$ cat src/rtl/mips_regfile_mp_if.sv
// Bus bundle for the multi-port register file: read ports, the writeback port and scoreboard marking.
// The master drives requests; the slave (the register file) returns read data and busy status.
interface mips_regfile_mp_if #(
    parameter int DATA_W = 32,
    parameter int DEPTH  = 32,
    parameter int NUM_RD = 2
);
    localparam int AW = $clog2(DEPTH);

    logic [NUM_RD-1:0]        rd_en;
    logic [NUM_RD*AW-1:0]     rd_addr;
    logic [NUM_RD*DATA_W-1:0] rd_data;
    logic [NUM_RD-1:0]        rd_busy;
    logic                     wr_en;
    logic [AW-1:0]            wr_addr;
    logic [DATA_W/8-1:0]      wr_be;
    logic [DATA_W-1:0]        wr_data;
    logic                     busy_set;
    logic [AW-1:0]            busy_addr;
    logic                     busy_any;

    modport master (
        output rd_en, rd_addr, wr_en, wr_addr, wr_be, wr_data, busy_set, busy_addr,
        input  rd_data, rd_busy, busy_any
    );

    modport slave (
        input  rd_en, rd_addr, wr_en, wr_addr, wr_be, wr_data, busy_set, busy_addr,
        output rd_data, rd_busy, busy_any
    );
endinterface

$ cat src/rtl/mips_regfile_mp.sv
// Multi-port MIPS general-purpose register file with byte-lane writes, write-first read bypass
// and a per-register pending-write scoreboard used by decode to stall on outstanding loads.
module mips_regfile_mp #(
    parameter int DATA_W = 32,
    parameter int DEPTH  = 32,
    parameter int NUM_RD = 2
) (
    input logic              clk,
    input logic              rst_n,
    mips_regfile_mp_if.slave bus
);
    localparam int AW = $clog2(DEPTH);
    localparam int NB = DATA_W / 8;

    function automatic logic [DATA_W-1:0] merge_bytes(
        input logic [DATA_W-1:0] old_v,
        input logic [DATA_W-1:0] new_v,
        input logic [NB-1:0]     be
    );
        logic [DATA_W-1:0] res;
        res = old_v;
        for (int k = 0; k < NB; k++) begin
            if (be[k]) begin
                res[k*8 +: 8] = new_v[k*8 +: 8];
            end else begin
                res[k*8 +: 8] = old_v[k*8 +: 8];
            end
        end
        return res;
    endfunction

    logic [DATA_W-1:0]        mem_r [DEPTH];
    logic [DEPTH-1:0]         busy_r;
    logic [DEPTH-1:0]         busy_nxt_s;
    logic                     wr_act_s;
    logic [DATA_W-1:0]        wr_merged_s;
    logic [NUM_RD*DATA_W-1:0] rd_data_r;
    logic [NUM_RD*DATA_W-1:0] rd_data_nxt_s;
    logic [NUM_RD-1:0]        rd_busy_r;
    logic [NUM_RD-1:0]        rd_busy_nxt_s;

    // Register 0 is hardwired to zero, so writes aimed at it never touch the array
    assign wr_act_s = bus.wr_en && (bus.wr_addr != {AW{1'b0}});

    // Merged value of the write target: the array content and the bypass both use it
    always_comb begin
        wr_merged_s = merge_bytes(mem_r[bus.wr_addr], bus.wr_data, bus.wr_be);
    end

    // Post-edge scoreboard: retire clears first so a same-cycle new load keeps the bit set
    always_comb begin
        busy_nxt_s = busy_r;
        if (bus.wr_en) begin
            busy_nxt_s[bus.wr_addr] = 1'b0;
        end else begin
            busy_nxt_s[bus.wr_addr] = busy_r[bus.wr_addr];
        end
        if (bus.busy_set) begin
            busy_nxt_s[bus.busy_addr] = 1'b1;
        end else begin
            busy_nxt_s[bus.busy_addr] = busy_nxt_s[bus.busy_addr];
        end
        busy_nxt_s[0] = 1'b0;
    end

    // Per-port read selection with write-first bypass and post-update busy
    always_comb begin
        logic [AW-1:0] ra_s;
        ra_s          = {AW{1'b0}};
        rd_data_nxt_s = rd_data_r;
        rd_busy_nxt_s = rd_busy_r;
        for (int p = 0; p < NUM_RD; p++) begin
            ra_s = bus.rd_addr[p*AW +: AW];
            if (bus.rd_en[p]) begin
                if (ra_s == {AW{1'b0}}) begin
                    rd_data_nxt_s[p*DATA_W +: DATA_W] = {DATA_W{1'b0}};
                end else if (wr_act_s && (ra_s == bus.wr_addr)) begin
                    rd_data_nxt_s[p*DATA_W +: DATA_W] = wr_merged_s;
                end else begin
                    rd_data_nxt_s[p*DATA_W +: DATA_W] = mem_r[ra_s];
                end
                rd_busy_nxt_s[p] = busy_nxt_s[ra_s];
            end else begin
                rd_data_nxt_s[p*DATA_W +: DATA_W] = rd_data_r[p*DATA_W +: DATA_W];
                rd_busy_nxt_s[p]                  = rd_busy_r[p];
            end
        end
    end

    // Register array and scoreboard state
    always_ff @(posedge clk or negedge rst_n) begin
        if (!rst_n) begin
            for (int r = 0; r < DEPTH; r++) begin
                mem_r[r] <= {DATA_W{1'b0}};
            end
            busy_r <= {DEPTH{1'b0}};
        end else begin
            if (wr_act_s) begin
                mem_r[bus.wr_addr] <= wr_merged_s;
            end else begin
                mem_r[bus.wr_addr] <= mem_r[bus.wr_addr];
            end
            busy_r <= busy_nxt_s;
        end
    end

    // Registered read ports
    always_ff @(posedge clk or negedge rst_n) begin
        if (!rst_n) begin
            rd_data_r <= {(NUM_RD*DATA_W){1'b0}};
            rd_busy_r <= {NUM_RD{1'b0}};
        end else begin
            rd_data_r <= rd_data_nxt_s;
            rd_busy_r <= rd_busy_nxt_s;
        end
    end

    assign bus.rd_data  = rd_data_r;
    assign bus.rd_busy  = rd_busy_r;
    assign bus.busy_any = |busy_r;
endmodule

$ cat src/flat_wrapper.sv
// flat-port wrapper written by rule: the top's interface ports become plain ports
module mips_regfile_mp_flat 
#(
    parameter int DATA_W = 32,
    parameter int DEPTH  = 32,
    parameter int NUM_RD = 2
)
  (clk, rst_n, bus_rd_en, bus_rd_addr, bus_wr_en, bus_wr_addr, bus_wr_be, bus_wr_data, bus_busy_set, bus_busy_addr, bus_rd_data, bus_rd_busy, bus_busy_any);
  mips_regfile_mp_if #(.DATA_W(DATA_W), .DEPTH(DEPTH), .NUM_RD(NUM_RD)) bus_i ();
  input logic clk;
  input logic rst_n;
  input wire logic [$bits(bus_i.rd_en)-1:0] bus_rd_en;
  input wire logic [$bits(bus_i.rd_addr)-1:0] bus_rd_addr;
  input wire logic [$bits(bus_i.wr_en)-1:0] bus_wr_en;
  input wire logic [$bits(bus_i.wr_addr)-1:0] bus_wr_addr;
  input wire logic [$bits(bus_i.wr_be)-1:0] bus_wr_be;
  input wire logic [$bits(bus_i.wr_data)-1:0] bus_wr_data;
  input wire logic [$bits(bus_i.busy_set)-1:0] bus_busy_set;
  input wire logic [$bits(bus_i.busy_addr)-1:0] bus_busy_addr;
  output wire logic [$bits(bus_i.rd_data)-1:0] bus_rd_data;
  output wire logic [$bits(bus_i.rd_busy)-1:0] bus_rd_busy;
  output wire logic [$bits(bus_i.busy_any)-1:0] bus_busy_any;
  assign bus_i.rd_en = bus_rd_en;
  assign bus_i.rd_addr = bus_rd_addr;
  assign bus_i.wr_en = bus_wr_en;
  assign bus_i.wr_addr = bus_wr_addr;
  assign bus_i.wr_be = bus_wr_be;
  assign bus_i.wr_data = bus_wr_data;
  assign bus_i.busy_set = bus_busy_set;
  assign bus_i.busy_addr = bus_busy_addr;
  assign bus_rd_data = bus_i.rd_data;
  assign bus_rd_busy = bus_i.rd_busy;
  assign bus_busy_any = bus_i.busy_any;
  mips_regfile_mp #(.DATA_W(DATA_W), .DEPTH(DEPTH), .NUM_RD(NUM_RD)) u_core (.clk(clk), .rst_n(rst_n), .bus(bus_i));
endmodule
$ cat config.mk
export PLATFORM = sky130hd
export DESIGN_NAME = mips_regfile_mp_flat
export DESIGN_NICKNAME = d
export VERILOG_FILES = /design/src/rtl/mips_regfile_mp_if.sv /design/src/rtl/mips_regfile_mp.sv /design/src/flat_wrapper.sv
export SDC_FILE = /design/constraint.sdc
export NUM_CORES = 2
export LEC_CHECK = 0
export CAP_MARGIN = 30
export CORE_MARGIN = 3
export CORE_UTILIZATION = 37
export DETAILED_ROUTE_END_ITERATION = 10
export SLEW_MARGIN = 0
export SYNTH_ARGS = -nofsm -noshare
export SYNTH_HDL_FRONTEND = slang
export SYNTH_SLANG_ARGS = --single-unit
$ cat constraint.sdc
create_clock -name clk -period 3.8 [get_ports clk]
set_input_delay 0.57 -clock clk [delete_from_list [all_inputs] [get_ports clk]]
set_output_delay 0.57 -clock clk [all_outputs]
set_load 0.05 [all_outputs]
==> metrics.txt <==
WP data arrival around 4.3 ns; initial antenna violation count 7; Post-Layout Cell Count ~8.3k; wire length of the first global-routing pass 360700 microns; final worst path period share 0.9811; mean post-synth cell area roughly 12 sq um; Initial Util 0.3744; CTS Buf Count around 120; worst skew pair latency 0.78 ns; CTS root buf clkbuf_16; Peak Freq about 270 MHz; total global-route track usage 0.2635; FF-to-FF Start u_core.busy_r[8]; Worst Hold Class input pin to async pin; H-tree depth 3; Reg2Reg Setup Slack slightly above 0.07 ns; DRT iter0 DRCs around 7.1k; CP Max Fanout 9; Mapped Nets ~5.8k; layout cells sized above 1 0.2935; TNS Setup 0 ns; cells after synthesis 5748; Rel. slew slack 0.2822; # port buffers 128; Fin Hold WS 0.3632 ns; Std-Cell Rows roughly 150; Primary FF master, synth dfrtp_1; kind of critical path flop to flop; Layout Nets slightly below 6k; Ys Warns 0; RD Place Congestion between 0.9 and 1; Reg2Reg Depth 14; via count ~52k; ys async rst share 1.000; Reg-to-Reg End u_core.bus.rd_busy[1]; sequential share of the synthesized area 0.4226; clk buf depth 3; Area Overhead vs Synth 16.86%; Final Max Slew Viols 0; leakage 31.81 nW; DIE HEIGHT 429.5 microns; MaxCap Viol Count 0; fin crit period ~3.7 ns; setup violators final 0; final setup margin between 0.07 and 0.08 ns; drt pass-1 iters 8; Die ar. around 180000 sq um; DP HPWL between 100000 and 150000 microns; synth unique cells 84; number of synthesized flops with an enable pin 0; clk sinks 1121; TritonCTS clock tree built; IO Pins 129; dpl ws -0.5811 ns; core box area roughly 180000 sq um; Worst-path clk slew about 0.070 ns; P per Cell Area about 560 nW/um^2; vias in the first global route a little over 50k; die width ~430 microns; CP required 4.40 ns; Setup crit start u_core.busy_r[8]; Fin. Hold Viols 0; Final Util 0.4376; Final Skew around 0.05 ns; Vias/cell around 6.3; Post-Syn Area between 60000 and 70000 sq um; outcome finished, final reports clean; Yosys reg bits around 1.1k; DR DRC count 0; placed cell count ~8.0k; Total Wirelength 244000 microns; CP endpoint kind flop; number of routed nets with antenna violations 0; Worst Setup Start Kind flop; VDD IR max roughly 0.00037 V; grt total ovfl 0; DR WL/cell approximately 30 microns; worst-margin pin slew about 1.1 ns; largest net degree at the start of global routing approximately 140; Fillers about 16k
## critical path: stages (launching register included)
cell	delay (ns)
dfrtp_1	0.47
mux4_2	0.49
a22o_1	0.26
a21oi_2	0.21
a41oi_4	0.20
buf_4	0.19
a41oi_2	0.17
o2bb2ai_2	0.12
nor4b_4	0.30
buf_4	0.25
nor2_1	0.06
o2bb2a_1	0.28
nor4_1	0.35
or3_1	0.18
a32oi_1	0.05
## registers in the layout (all words and copies together), names as in the netlist
name	count
u_core.busy_r	31
u_core.bus.rd_busy	2
u_core.bus.rd_data	64
u_core.mem_r	1024
## cell families (layout without fill, tap and decap cells)
group | count (synthesis) | after routing | synth area share
mux | 1025 | 1025 | 0.3255
xor+xnor | 15 | 15 | 0.001979
buf+inv | 748 | 914 | 0.04326
flops | 1121 | 1121 | 0.4226
simple gates | 1388 | 1388 | 0.08511
compound gates | 1451 | 1451 | 0.1216
other cells | 0 | 5 | 0
## placed cells by master (no fill, tap or decap), types with 12 or more instances in the layout
cell	netlist	final
dfrtp_1	1121	1121
mux4_2	899	899
nand2_1	906	884
o21ai_0	861	825
buf_4	3	383
nor2_1	321	316
a21oi_1	288	286
a22oi_1	123	123
clkbuf_16	0	121
clkdlybuf4s50_1	0	113
buf_12	0	97
inv_1	81	81
mux2_2	70	70
o22ai_1	68	68
mux2i_1	54	54
o21ai_1	4	39
nand4_1	37	37
clkinv_2	0	26
nand2_4	0	21
clkbuf_8	0	21
clkbuf_1	562	19
bufinv_16	0	19
nand3_1	16	16
nor3_1	18	15
nor2b_1	14	12
a211oi_1	12	12
a31oi_1	12	12
## what timing repair did
item | CTS | global route
pin swaps | 1 | 5
gates resized for setup | 3 | 7
buffers inserted | 0 | 5
hold endpoints to repair | 37 | 0
setup endpoints to repair | 2 | 2
hold buffers | 1 | 0
## stage by stage
stage	power, mW	instance area [sq um]
3_3_place_gp	30.30	73020
4_1_cts	43.63	77460
5_1_grt	45.77	77550
3_5_place_dp	30.80	73190
2_1_floorplan	26.05	66370
6_report	43.68	77570
## layout make-up
type	instances	area [sq um]	share of cell area
Antenna cell	5	12.51	0.0001613
Multi-Input combinational cell	3879	35750	0.4609
Sequential cell	1121	28050	0.3617
Inverter	83	316.6	0.004081
Timing Repair Buffer	610	6250	0.08057
Clock inverter	60	869.6	0.01121
Tap cell	2340	2928	0.03775
Clock buffer	161	3388	0.04368
## power breakdown
group	total, mW	internal [mW]	switching [mW]
clock network	12.8	7.53	5.29
logic	13.1	6.92	6.13
registers	17.8	14.9	2.91
total	43.7	29.3	14.3
## synthesized netlist by cell type, drive strengths merged, types with 8 or more instances
cell type | n | area (sq um)
dfrtp | 1121 | 28050
a211oi | 12 | 90.09
nand2b | 10 | 62.56
a31oi | 12 | 75.07
o2111ai | 10 | 87.58
nor2 | 323 | 1217
nor3 | 19 | 106.4
clkbuf | 562 | 2110
buf | 103 | 450.4
a22oi | 123 | 923.4
nor4 | 10 | 62.56
mux2 | 72 | 814.5
o21ai | 865 | 4329
nand3 | 16 | 80.08
inv | 81 | 304.0
and3 | 10 | 62.56
nand2 | 906 | 3401
nor2b | 14 | 87.58
o22ai | 68 | 425.4
a21oi | 290 | 1459
xor2 | 8 | 70.07
mux4 | 899 | 20250
mux2i | 54 | 540.5
nand4 | 37 | 231.5
o211ai | 8 | 65.06
and2 | 9 | 56.30
## worst max path at each step
stage                       endpoint  slack [ns]  cells past startpoint
3_5_place_dp   u_core.bus.rd_busy[0]       -0.58                     15
2_1_floorplan  u_core.bus.rd_busy[0]        0.14                     14
3_3_place_gp   u_core.bus.rd_busy[0]       -0.60                     16
5_1_grt        u_core.bus.rd_busy[1]       -0.02                     14
4_1_cts        u_core.bus.rd_busy[0]        0.02                     14
6_report       u_core.bus.rd_busy[1]        0.07                     14
## routing by layer
layer  vias to the layer above  GRT usage  share of wire
li1                      21731          -              -
met1                     26952     0.3590           0.39
met2                      3059     0.4019           0.45
met3                       648    0.05828           0.11
met4                         0     0.1245          0.053
met5                         -          0              0
Power figures use the tool's default switching activity.
